--- src/rtl/ws2812b_frame_ctrl.sv ---
// WS2812B frame controller: pixel buffer, frame sequencer and auto-refresh timer feeding a bit serializer.
// Optional WS2812B_DOUBLE_BUFFER_EN: writes land in a back buffer that is copied to the front on commit.
module ws2812b_frame_ctrl #(
    parameter int unsigned LED_COUNT    = 12,
    parameter int unsigned RESET_CYCLES = 1200,
    parameter int unsigned FRAME_CYCLES = 200000
) (
    input  logic        clk,
    input  logic        rst,
    input  logic        wr_en,
    input  logic [3:0]  wr_addr,
    input  logic [23:0] wr_data,
    input  logic        commit,
    output logic [23:0] px_data,
    output logic        px_valid,
    input  logic        px_ready,
    output logic        latch,
    output logic        busy,
    output logic        frame_done
);
    localparam int unsigned   TW         = $clog2(FRAME_CYCLES);
    localparam int unsigned   LW         = $clog2(RESET_CYCLES + 1);
    localparam logic [TW-1:0] TIMER_LAST = TW'(FRAME_CYCLES - 1);
    localparam logic [LW-1:0] LATCH_LAST = LW'(RESET_CYCLES - 1);
    localparam logic [3:0]    IDX_LAST   = 4'(LED_COUNT - 1);

    typedef enum logic [1:0] {IDLE, SEND, LATCH} state_t;

    state_t        r_state;
    logic [3:0]    r_idx;
    logic [TW-1:0] r_timer;
    logic [LW-1:0] r_lcnt;
    logic          r_refresh_pend;
    logic          r_commit_pend;
    logic [23:0]   r_px_data;
    logic          r_px_valid;
    logic          r_latch;
    logic          r_busy;
    logic          r_frame_done;

    logic [23:0]   r_front [LED_COUNT];
`ifdef WS2812B_DOUBLE_BUFFER_EN
    logic [23:0]   r_back [LED_COUNT];
    logic          w_copy;
`endif

    logic          w_wr_ok;
    logic          w_wrap;
    logic          w_start;
    logic [3:0]    w_next_idx;
    logic [3:0]    w_rd_idx;
    logic [23:0]   w_rd_data;

    assign w_wr_ok    = wr_en && ({28'd0, wr_addr} < LED_COUNT);
    assign w_wrap     = (r_timer == TIMER_LAST);
    assign w_start    = (r_state == IDLE) && (r_refresh_pend || r_commit_pend || commit);
    assign w_next_idx = r_idx + 4'd1;
    assign w_rd_idx   = w_start ? 4'd0 : w_next_idx;
`ifdef WS2812B_DOUBLE_BUFFER_EN
    assign w_copy     = w_start && (r_commit_pend || commit);
`endif

    // Reads see the pre-edge array contents, so same-cycle writes appear only on a later load.
    always_comb begin
        w_rd_data = r_front[w_rd_idx];
`ifdef WS2812B_DOUBLE_BUFFER_EN
        if (w_copy) begin
            w_rd_data = r_back[0];
        end
`endif
    end

    always_ff @(posedge clk or posedge rst) begin
        if (rst) begin
            for (int unsigned i = 0; i < LED_COUNT; i++) begin
                r_front[i] <= '0;
`ifdef WS2812B_DOUBLE_BUFFER_EN
                r_back[i]  <= '0;
`endif
            end
        end else begin
`ifdef WS2812B_DOUBLE_BUFFER_EN
            if (w_copy) begin
                for (int unsigned i = 0; i < LED_COUNT; i++) begin
                    r_front[i] <= r_back[i];
                end
            end
            if (w_wr_ok) begin
                r_back[wr_addr] <= wr_data;
            end
`else
            if (w_wr_ok) begin
                r_front[wr_addr] <= wr_data;
            end
`endif
        end
    end

    always_ff @(posedge clk or posedge rst) begin
        if (rst) begin
            r_state        <= IDLE;
            r_idx          <= '0;
            r_timer        <= '0;
            r_lcnt         <= '0;
            r_refresh_pend <= 1'b0;
            r_commit_pend  <= 1'b0;
            r_px_data      <= '0;
            r_px_valid     <= 1'b0;
            r_latch        <= 1'b0;
            r_busy         <= 1'b0;
            r_frame_done   <= 1'b0;
        end else begin
            r_frame_done <= 1'b0;
            r_timer      <= w_wrap ? '0 : r_timer + TW'(1);

            // A wrap coinciding with a frame start is kept pending so no refresh is dropped.
            if (w_start) begin
                r_commit_pend  <= 1'b0;
                r_refresh_pend <= w_wrap;
            end else begin
                r_commit_pend  <= r_commit_pend | commit;
                r_refresh_pend <= r_refresh_pend | w_wrap;
            end

            case (r_state)
                IDLE: begin
                    if (w_start) begin
                        r_state    <= SEND;
                        r_busy     <= 1'b1;
                        r_idx      <= '0;
                        r_px_valid <= 1'b1;
                        r_px_data  <= w_rd_data;
                    end
                end
                SEND: begin
                    if (r_px_valid && px_ready) begin
                        if (r_idx == IDX_LAST) begin
                            r_px_valid <= 1'b0;
                            r_state    <= LATCH;
                            r_latch    <= 1'b1;
                            r_lcnt     <= '0;
                        end else begin
                            r_idx     <= w_next_idx;
                            r_px_data <= w_rd_data;
                        end
                    end
                end
                LATCH: begin
                    if (r_lcnt == LATCH_LAST) begin
                        r_latch      <= 1'b0;
                        r_state      <= IDLE;
                        r_busy       <= 1'b0;
                        r_frame_done <= 1'b1;
                    end else begin
                        r_lcnt <= r_lcnt + LW'(1);
                    end
                end
                default: begin
                    r_state <= IDLE;
                    r_busy  <= 1'b0;
                end
            endcase
        end
    end

    assign px_data    = r_px_data;
    assign px_valid   = r_px_valid;
    assign latch      = r_latch;
    assign busy       = r_busy;
    assign frame_done = r_frame_done;

endmodule

--- config.mk ---
export PLATFORM = sky130hd
export DESIGN_NAME = ws2812b_frame_ctrl
export DESIGN_NICKNAME = d
export VERILOG_FILES = /design/src/rtl/ws2812b_frame_ctrl.sv
export SDC_FILE = /design/constraint.sdc
export NUM_CORES = 1
export LEC_CHECK = 0
export BUFFER_PORTS_ARGS = -buffer_cell sky130_fd_sc_hd__buf_4
export CAP_MARGIN = 15
export CORE_MARGIN = 2
export CORE_UTILIZATION = 64
export CTS_BUF_LIST = sky130_fd_sc_hd__clkbuf_8
export DETAILED_ROUTE_END_ITERATION = 10
export PLACE_DENSITY = 0.8
export SKIP_CTS_REPAIR_TIMING = 1
export SYNTH_ARGS = -nofsm -noshare
export SYNTH_HDL_FRONTEND = slang
export SYNTH_SLANG_ARGS = --single-unit
--- constraint.sdc ---
create_clock -name clk -period 12.2 [get_ports clk]
set_input_delay 1.22 -clock clk [delete_from_list [all_inputs] [get_ports clk]]
set_output_delay 1.22 -clock clk [all_outputs]
set_load 0.1 [all_outputs]
==> impl_metrics.csv <==
group,metric,value,unit
sta,period_share,0.300,
worst_setup_path,crit_chain,"ha_1 -> xor2_4 -> buf_4 -> nor2_2 -> buf_4 -> a221o_1 -> a22oi_1 -> o221ai_1",
sta,fin_crit,3.66,ns
worst_hold_path,hold_path_end,"r_timer[4]$_DFF_PP0_",
place,dp_slack,8.45,ns
cells_and_area,nets,1242,
cells_and_area,area_delta_synth_final,11.4,%
worst_setup_path,crit_path_max_incr_delay,0.72,ns
worst_setup_path,worstPathMaxFanout,32,
sta,slew_headroom,0.280,
logic_synthesis,synth_area_leaders,"dfrtp_1, mux2_2, mux4_2",
floorplan,die_w,161,um
clocking,cts_root_buf,"clkbuf_8",
floorplan,coreArea,24200,sq um
cells_and_area,fill_cells,1651,
logic_synthesis,synth_common_cells,"dfrtp_1, mux2_2, nor2_1, clkbuf_1, o221ai_1",
logic_synthesis,synthArstFlopShare,1.00,
logic_synthesis,yosys.area.top_type,"dfrtp_1",
clocking,clock_path_buffers,3,
worst_hold_path,whs_path_depth,1,
sta,hold_violations,0,
cells_and_area,stdcell_area,17600,sq um
worst_setup_path,cpLargestDelayFamily,"buffers and inverters",
logic_synthesis,ys.flop_type,"dfrtp_1",
worst_setup_path,timing.rr.end,"px_data[22]$_DFFE_PP0P_",
clocking,htreeDepth,2,
logic_synthesis,synth_edf_count,0,
cells_and_area,drive_above_1_share,0.433,
drt,drc,0,
place,gp_congestion,0.787,
flow_run,max_cap_viol_count,0,
sta,setup-violations-final,0,
clocking,cts_inserted_buffers,56,
worst_hold_path,hold_path.class,"flip-flop to flip-flop",
grt,grt_pass1_wl,58700,um
drt,detail_route.vias_per_cell,6.44,
grt,grt_overflow,0,
cells_and_area,ff_latch_area,8830,sq um
place,place_area,16500,sq um
power,peakVddDrop,0.000164,V
clocking,clock-sinks,353,
worst_setup_path,rrSetupSlack,8.54,ns
logic_synthesis,ys_seq_elements,353,
floorplan,ios,61,
logic_synthesis,syn_nets,1189,
worst_setup_path,path_class,"flip-flop to flip-flop",
power,p_sw_frac,0.384,
logic_synthesis,postSynthCellCount,1153,
power,totalPowerFinal,4.25,mW
worst_setup_path,cp-end-kind,"flip-flop",
worst_setup_path,crit_buf_inv,2,
drt,drt_pass1_iterations,5,
logic_synthesis,synth_cell_types,50,
worst_setup_path,r2r_start,"r_idx[0]$_DFFE_PP0P_",
grt,grtUsageTotal,0.291,
floorplan,die_area,25900,sq um
grt,grt_pass1_vias,10509,
logic_synthesis,yosysSeqAreaShare,0.560,
worst_setup_path,cp.required,12.63,ns
worst_setup_path,cp.arrival,4.10,ns
worst_setup_path,start_kind,"flip-flop",
cells_and_area,stdcell_count,1573,
drt,route.vias.total,10129,
worst_hold_path,min-delay-start,"r_timer[4]$_DFF_PP0_",
clocking,clkTransAtPathRegs,0.06,ns
drt,drtIter0Drc,856,
power,clockPowerShare,0.227,
place,portBuffers,60,
floorplan,start_util,0.650,
sta,max_freq,273,MHz
sta,slew_violations,0,
logic_synthesis,yosysWarnings,0,
drt,routed_wl,36500,um
sta,fin_skew,0.0296,ns
floorplan,die_h,161,um
logic_synthesis,yosysMostFrequentCell,"dfrtp_1",
power,p_int,2.62,mW
power,power_density,242,nW/um^2
worst_setup_path,slowest_stage,"xor2_4",
cells_and_area,multiInputGateArea,6540,sq um
worst_setup_path,cp_common_cell,"buf_4",
clocking,cts_tree,"built",
drt,wl_per_cell,23.2,um
power,power_frac_seq,0.387,
drt,drtAntennaViolNets,0,
sta,layout_setup_ws,8.54,ns
power,p_comb_frac,0.386,
logic_synthesis,syn_area,15800,sq um
logic_synthesis,synth.avg_cell_area,13.7,sq um
grt,antenna_found_initial,0,
place,hpwl,21000,um
outcome,outcome,"finished, final reports clean",
cells_and_area,diodes,0,
logic_synthesis,synth_top_area_share,0.560,
power,leakage,7.74,nW
worst_setup_path,rr_worst_depth,8,
floorplan,rows,57,
sta,rsz0062_at_grt,"false",
sta,tightest_slew,1.08,ns
place,dp_cells,1470,
clocking,worstSkewPairLatency,0.60,ns
grt,grt_start_max_net_pins,152,
sta,final.setup.tns,0,ns
power,switchingPower,1.63,mW
through the flow:
stage,utilization,hold WS [ns]
global route,0.725,0.510
CTS,0.724,0.498
global placement,0.679,0.478
finish,0.725,0.499
detailed placement,0.679,0.484
floorplan,-,0.449
layout make-up:
type / count / area share
clock buffers: 69 / 0.0541
clock inverters: 32 / 0.00776
inverters: 10 / 0.00256
multi-input cells: 698 / 0.372
flip-flops and latches: 353 / 0.503
well taps: 324 / 0.0231
repair buffers: 87 / 0.0375
how the worst max path moves through the flow:
stage / startpoint / endpoint / slack [ns] / cells after the start
2_1_floorplan: rst / busy$_DFFE_PP0P_ / 1.19 / 1
3_3_place_gp: rst / r_front[216]$_DFFE_PP0P_ / 8.46 / 4
3_5_place_dp: rst / r_front[120]$_DFFE_PP0P_ / 8.45 / 4
4_1_cts: r_idx[0]$_DFFE_PP0P_ / px_data[22]$_DFFE_PP0P_ / 8.57 / 8
5_1_grt: r_idx[0]$_DFFE_PP0P_ / px_data[21]$_DFFE_PP0P_ / 8.39 / 8
6_report: r_idx[0]$_DFFE_PP0P_ / px_data[22]$_DFFE_PP0P_ / 8.54 / 8
state kept, by name, indices dropped and copies added (netlist names):
register	flops
r_refresh_pend	1
busy	1
latch	1
r_commit_pend	1
px_valid	1
r_lcnt	11
r_timer	18
px_data	24
r_front	288
r_idx	4
r_state	2
frame_done	1
logic make-up (layout without fill, tap and decap cells):
| group | count (synthesis) | count (layout) | share of synthesized area |
|---|---|---|---|
| flops | 353 | 353 | 0.560 |
| simple gates | 166 | 166 | 0.0507 |
| fa+ha+maj | 3 | 3 | 0.00238 |
| mux | 361 | 361 | 0.275 |
| compound gates | 145 | 145 | 0.0712 |
| buf+inv | 102 | 198 | 0.0277 |
| xor+xnor | 23 | 23 | 0.0132 |
cell usage in the layout, fill, tap and decap left out, types with 11 or more instances in the layout:
cell / netlist / routed
a221o_1: 24 / 24
a22oi_1: 24 / 24
buf_4: 1 / 85
clkbuf_8: 0 / 69
dfrtp_1: 353 / 352
inv_1: 9 / 31
mux2_2: 334 / 334
mux4_2: 24 / 24
nand2_1: 40 / 40
nand3_1: 19 / 19
nor2_1: 56 / 49
o21ai_0: 34 / 34
o221ai_1: 44 / 44
xnor2_1: 11 / 11
xor2_1: 11 / 11
routing by layer:
metal	vias up	wire length (um)	global-route usage
met5	-	0	0
met2	396	17100	0.457
met3	74	2380	0.0568
met1	5292	16100	0.417
li1	4367	-	-
met4	0	1010	0.0917
power groups by stage:
stage	Clock, mW	Combinational [mW]	Sequential [mW]
after global placement	0	1.58	1.64
after global routing	1.03	1.74	1.68
final	0.963	1.64	1.64
after detailed placement	0	1.62	1.66
after floorplan	0	0.983	1.87
after CTS	0.977	1.62	1.64
Note: power is estimated with default switching activity, not from simulation.
